===== src/rtl/control_unit.sv =====
// Multi-cycle fetch/decode/execute sequencer for the ProtoCore 8-bit datapath.
// Drives every datapath control and runs the instruction and data RAM req/ack handshakes.
`timescale 1ns/1ps

module control_unit #(
  parameter int                  PC_WIDTH = 8,
  parameter logic [PC_WIDTH-1:0] RESET_PC = '0
) (
  input  logic                clk,
  input  logic                rst,
  input  logic                pause_req,
  output logic [PC_WIDTH-1:0] imem_addr,
  output logic                imem_req,
  input  logic                imem_ack,
  input  logic [15:0]         imem_data,
  output logic                dmem_req,
  output logic                dmem_we,
  output logic [7:0]          dmem_addr,
  output logic [7:0]          dmem_wdata,
  input  logic                dmem_ack,
  output logic                write_alu,
  output logic                write_en,
  output logic                is_load,
  output logic                imm_flag,
  output logic                cpu_paused,
  output logic [2:0]          alu_opcode,
  output logic [3:0]          write_addr,
  output logic [3:0]          ra_addr,
  output logic [3:0]          rb_addr,
  output logic [7:0]          imm_data,
  input  logic [7:0]          read_a,
  input  logic [7:0]          read_b,
  input  logic                alu_zero,
  input  logic                alu_carry,
  output logic [PC_WIDTH-1:0] pc,
  output logic                halted
);

  typedef enum logic [2:0] {
    S_FETCH, S_DECODE, S_EXEC, S_MEM, S_PAUSED, S_HALT
  } state_e;

  typedef enum logic [3:0] {
    OP_LDI  = 4'h8,
    OP_LD   = 4'h9,
    OP_ST   = 4'hA,
    OP_JMP  = 4'hB,
    OP_JZ   = 4'hC,
    OP_JC   = 4'hD,
    OP_NOP  = 4'hE,
    OP_HALT = 4'hF
  } opcode_e;

  state_e              state_q, state_d;
  logic [PC_WIDTH-1:0] pc_q, pc_d;
  logic [15:0]         ir_q, ir_d;
  logic                z_q, z_d;
  logic                c_q, c_d;
  logic [3:0]          op;

  assign op         = ir_q[15:12];
  assign ra_addr    = ir_q[7:4];
  assign rb_addr    = ir_q[3:0];
  assign write_addr = ir_q[11:8];
  assign imm_data   = ir_q[7:0];
  assign alu_opcode = ir_q[14:12];
  assign imem_addr  = pc_q;
  assign pc         = pc_q;

  // Data bus is only driven while a transfer is in flight.
  assign dmem_addr  = (state_q == S_MEM) ? read_a : 8'h00;
  assign dmem_wdata = (state_q == S_MEM) ? read_b : 8'h00;

  // NOTE: sequential state uses non-blocking assignments so every register samples
  // pre-edge values; blocking here would make update order depend on statement order.
  always_ff @(posedge clk or posedge rst) begin
    if (rst) begin
      state_q <= S_FETCH;
      pc_q    <= RESET_PC;
      ir_q    <= 16'hE000;
      z_q     <= 1'b0;
      c_q     <= 1'b0;
    end else begin
      state_q <= state_d;
      pc_q    <= pc_d;
      ir_q    <= ir_d;
      z_q     <= z_d;
      c_q     <= c_d;
    end
  end

  // NOTE: every output of this block gets a default first; a path that skipped an
  // assignment would otherwise infer a latch.
  always_comb begin
    state_d    = state_q;
    pc_d       = pc_q;
    ir_d       = ir_q;
    z_d        = z_q;
    c_d        = c_q;
    imem_req   = 1'b0;
    dmem_req   = 1'b0;
    dmem_we    = 1'b0;
    write_en   = 1'b0;
    write_alu  = 1'b0;
    is_load    = 1'b0;
    imm_flag   = 1'b0;
    cpu_paused = 1'b0;
    halted     = 1'b0;

    unique case (state_q)
      S_FETCH: begin
        if (pause_req) begin
          state_d = S_PAUSED;
        end else begin
          imem_req = 1'b1;
          if (imem_ack) begin
            ir_d    = imem_data;
            pc_d    = pc_q + PC_WIDTH'(1);
            state_d = S_DECODE;
          end
        end
      end

      S_DECODE: state_d = S_EXEC;

      S_EXEC: begin
        state_d = S_FETCH;
        case (op)
          OP_LDI: begin
            write_en = 1'b1;
            imm_flag = 1'b1;
          end
          OP_LD, OP_ST: state_d = S_MEM;
          OP_JMP:       pc_d    = PC_WIDTH'(ir_q[7:0]);
          OP_JZ:        if (z_q) pc_d = PC_WIDTH'(ir_q[7:0]);
          OP_JC:        if (c_q) pc_d = PC_WIDTH'(ir_q[7:0]);
          OP_NOP:       ;
          OP_HALT:      state_d = S_HALT;
          default: begin
            // Opcodes 0x0-0x7: register-register ALU operation.
            write_en  = 1'b1;
            write_alu = 1'b1;
            z_d       = alu_zero;
            c_d       = alu_carry;
          end
        endcase
      end

      S_MEM: begin
        dmem_req = 1'b1;
        dmem_we  = (op == OP_ST);
        if (op == OP_LD) begin
          write_en = dmem_ack;
          is_load  = dmem_ack;
        end
        if (dmem_ack) state_d = S_FETCH;
      end

      S_PAUSED: begin
        cpu_paused = 1'b1;
        if (!pause_req) state_d = S_FETCH;
      end

      S_HALT: halted = 1'b1;

      default: state_d = S_FETCH;
    endcase
  end

endmodule


===== config.mk =====
export PLATFORM = sky130hd
export DESIGN_NAME = control_unit
export DESIGN_NICKNAME = d
export VERILOG_FILES = /design/src/rtl/control_unit.sv
export SDC_FILE = /design/constraint.sdc
export NUM_CORES = 1
export LEC_CHECK = 0
export ABC_AREA = 1
export CAP_MARGIN = 30
export CORE_ASPECT_RATIO = 1.5
export CORE_UTILIZATION = 40
export CTS_CLUSTER_DIAMETER = 40
export DETAILED_ROUTE_END_ITERATION = 7
export GPL_ROUTABILITY_DRIVEN = 0
export PLACE_DENSITY = 0.81
export RECOVER_POWER = 50
export SYNTH_ARGS = -nofsm -noshare
export SYNTH_HDL_FRONTEND = slang
export SYNTH_SLANG_ARGS = --single-unit

===== constraint.sdc =====
create_clock -name clk -period 1.55 [get_ports clk]
set_input_delay 0.465 -clock clk [delete_from_list [all_inputs] [get_ports clk]]
set_output_delay 0.465 -clock clk [all_outputs]
set_load 0.05 [all_outputs]

==> impl_metrics.ini <==
[power]
p_clk_share_pct = 7.1
leakagePower_nw = 2.04
p_sw_mw = 4.98
ir_drop_uv = 1950
p_int_mw = 4.48
switching_share_pct = 52.6
seqPwrFrac_pct = 18.7
cellPowerDensity_nw_per_um2 = 2140
p_total_mw = 9.46
pwr-share-comb_pct = 74.2

[layout]
final_common_cell = nand2_1
design_area_um2 = 4420
final_cell_mix = nand2_1, buf_12, clkdlybuf4s50_1
diodes = 0
syn2layout_area_growth_pct = 126
fin_nets = 450
drive_gt1_share_pct = 50.6

[grt]
gr-total-overflow = 0
grt_pass1_wl_mm = 13.8
grt_pass1_vias = 2646
grt_max_degree = 30
antenna_found_initial = 0
grt_usage_pct = 37.3

[yosys]
syn-num-nets = 329
ys_seq_area_share_pct = 37.4
avgSynthCellArea_um2 = 6.75
syn_inst = 289
yosysWarnings = 0
ys_seq_elements = 29
synthesis.area_um2 = 1950
synth.distinct_cells = 26

[floorplanning]
die-area_um2 = 5170
core_um2 = 4620
die_w_um = 59.0
initial_utilization_pct = 42.2
ios = 103
dieHeight_um = 87.5
rows = 30

[run_status]
violations = negative setup slack
status = complete, but fails checks

[placement]
io_buffers = 102
dp_hpwl_mm = 5.55
dp_slack_ns = -0.404
place_area_um2 = 3820

[hold_path]
hold_class = reg2reg
hold_depth = 2

[detailed_routing]
drt_pass1_iterations = 6
vias = 2917
drt_wl_total_mm = 12.7
drc = 0
drtIter0Drc = 430
via_per_inst = 6.14
ant_nets = 0
wl_per_cell_um = 26.8

[clocking]
clock_path_buffers = 2
clkTransAtPathRegs_ns = 0.08
root_buffer = clkbuf_8
insertion_delay_ns = 0.30
cts_sinks = 29
cts_tree = done
numCtsBuffers = 5
h-tree-depth = 2

[timing]
fmax_mhz = 487
layout_min_cycle_time_ns = 2.05
timing_hold_violations_final = 0
hold_slack_ns = 0.553
postLayoutSetupSlackWorst_ns = -0.505
fin_worst_skew_ns = 0.0172
relSlewSlack_pct = 47.2
final-setup-viol-count = 52
finalCritPeriodShare_pct = 133
worst_pin_slew_ns = 0.792
final.setup.tns_ns = -13.98
rsz0062_at_grt = true
slew_viol_final = 0

[worst_setup_path]
start_kind = flop
path_class = reg2out
cp-end-kind = output port
rr_worst_depth = 11
cp_max_fo = 4
arrival_ns = 1.59
critical_path_required_ns = 1.08

[run]
drv_cap = 0
-- path summary, 6_finish.rpt --
kind / from / endpoint / slack (ns)
max in group asynchronous: rst / imem_addr[0]$_DFFE_PP0P_ / 0.11
worst min-delay path: ir_q[11]$_DFFE_PP0P_ / ir_q[11]$_DFFE_PP0P_ / 0.55
worst max register to register: state_q[2]$_DFFE_PP0P_ / imem_addr[5]$_DFFE_PP0P_ / -0.34
worst max-delay path: state_q[2]$_DFFE_PP0P_ / write_en / -0.50
worst min register to register: ir_q[11]$_DFFE_PP0P_ / ir_q[11]$_DFFE_PP0P_ / 0.55
min in group asynchronous: rst / ir_q[8]$_DFFE_PP0P_ / 0.86
-- Yosys cell counts --
cell type | number | area (um^2)
nor4_1 | 1 | 6.26
inv_2 | 2 | 7.51
nor2_4 | 1 | 11.3
nor2_1 | 36 | 135
nand3_1 | 29 | 145
o211ai_1 | 1 | 7.51
nor3_1 | 1 | 5.00
dfrtp_1 | 26 | 651
inv_1 | 34 | 128
o221ai_1 | 1 | 8.76
o21bai_1 | 2 | 15.0
a21oi_1 | 4 | 20.0
a31o_2 | 1 | 8.76
nand3_2 | 1 | 10.0
nand2_2 | 2 | 12.5
buf_2 | 5 | 25.0
nor2_2 | 1 | 6.26
or2_2 | 1 | 6.26
clkbuf_1 | 2 | 7.51
buf_4 | 32 | 240
ha_1 | 1 | 12.5
dfstp_2 | 3 | 78.8
nor3_4 | 1 | 16.3
o21ai_0 | 4 | 20.0
nand2_1 | 96 | 360
nand4_1 | 1 | 6.26
-- flip-flops by register name, summed over array words and instances (netlist names) --
register and count:
c_q 1, z_q 1, imem_addr 8, ir_q 16, state_q 3
-- routing by layer --
layer  global-route usage [%]  share of wire (%)  vias up
li1                         -                  -     1096
met1                     36.5                 28     1344
met2                     66.6                 49      324
met3                     8.17                9.2      153
met4                     27.9                 14        0
met5                        0                  0        -
-- metrics by stage --
step | util [%] | std cells
after global placement | 82.8 | 447
after floorplan | - | 289
after CTS | 89.7 | 465
after global routing | 95.6 | 475
final | 95.6 | 475
after detailed placement | 82.8 | 447
-- power by group through the flow --
stage          logic (mW)  clock network, mW  registers [mW]
6_report             7.03              0.668            1.77
3_3_place_gp         5.47                  0            1.61
2_1_floorplan        3.05                  0            1.70
4_1_cts              6.06              0.619            1.65
5_1_grt              7.18              0.689            1.78
3_5_place_dp         5.66                  0            1.64
-- area by class of cell --
class	count	area [um^2]
timing repair buffer	153	2160
multi-input combinational	185	1200
sequential	29	737
fill	88	201
inverter	36	148
tap	64	80.1
clock buffer	6	72.6
clock inverter	2	10.0
-- timing repair --
| action | 4_1_cts | 5_1_grt |
|---|---|---|
| buffers inserted | 12 | 12 |
| endpoints found under the setup margin | 45 | 54 |
| pin swaps | 11 | 18 |
| hold buffers | 0 | 0 |
| resized for setup | 35 | 66 |
| gates cloned | 1 | 3 |
-- cell families (layout without fill, tap and decap cells) --
kind of cell             count (synthesis)  after routing  synth area share [%]
AO/OA/AOI/OAI                           13             13                  4.11
adder cells (fa/ha/maj)                  1              1                 0.641
buffers and inverters                   75            197                  20.9
flip-flops                              29             29                  37.4
AND/OR/NAND/NOR                        171            171                  36.9
-- critical path, stage by stage (launching register included) --
cell and delay [ns]:
dfrtp_1 0.43, inv_2 0.11, nand3_4 0.11, clkinvlp_4 0.11, nand2_2 0.07, nor2_4 0.17
a31o_4 0.14, buf_12 0.13
No activity file was read; power rests on OpenSTA's default activity.
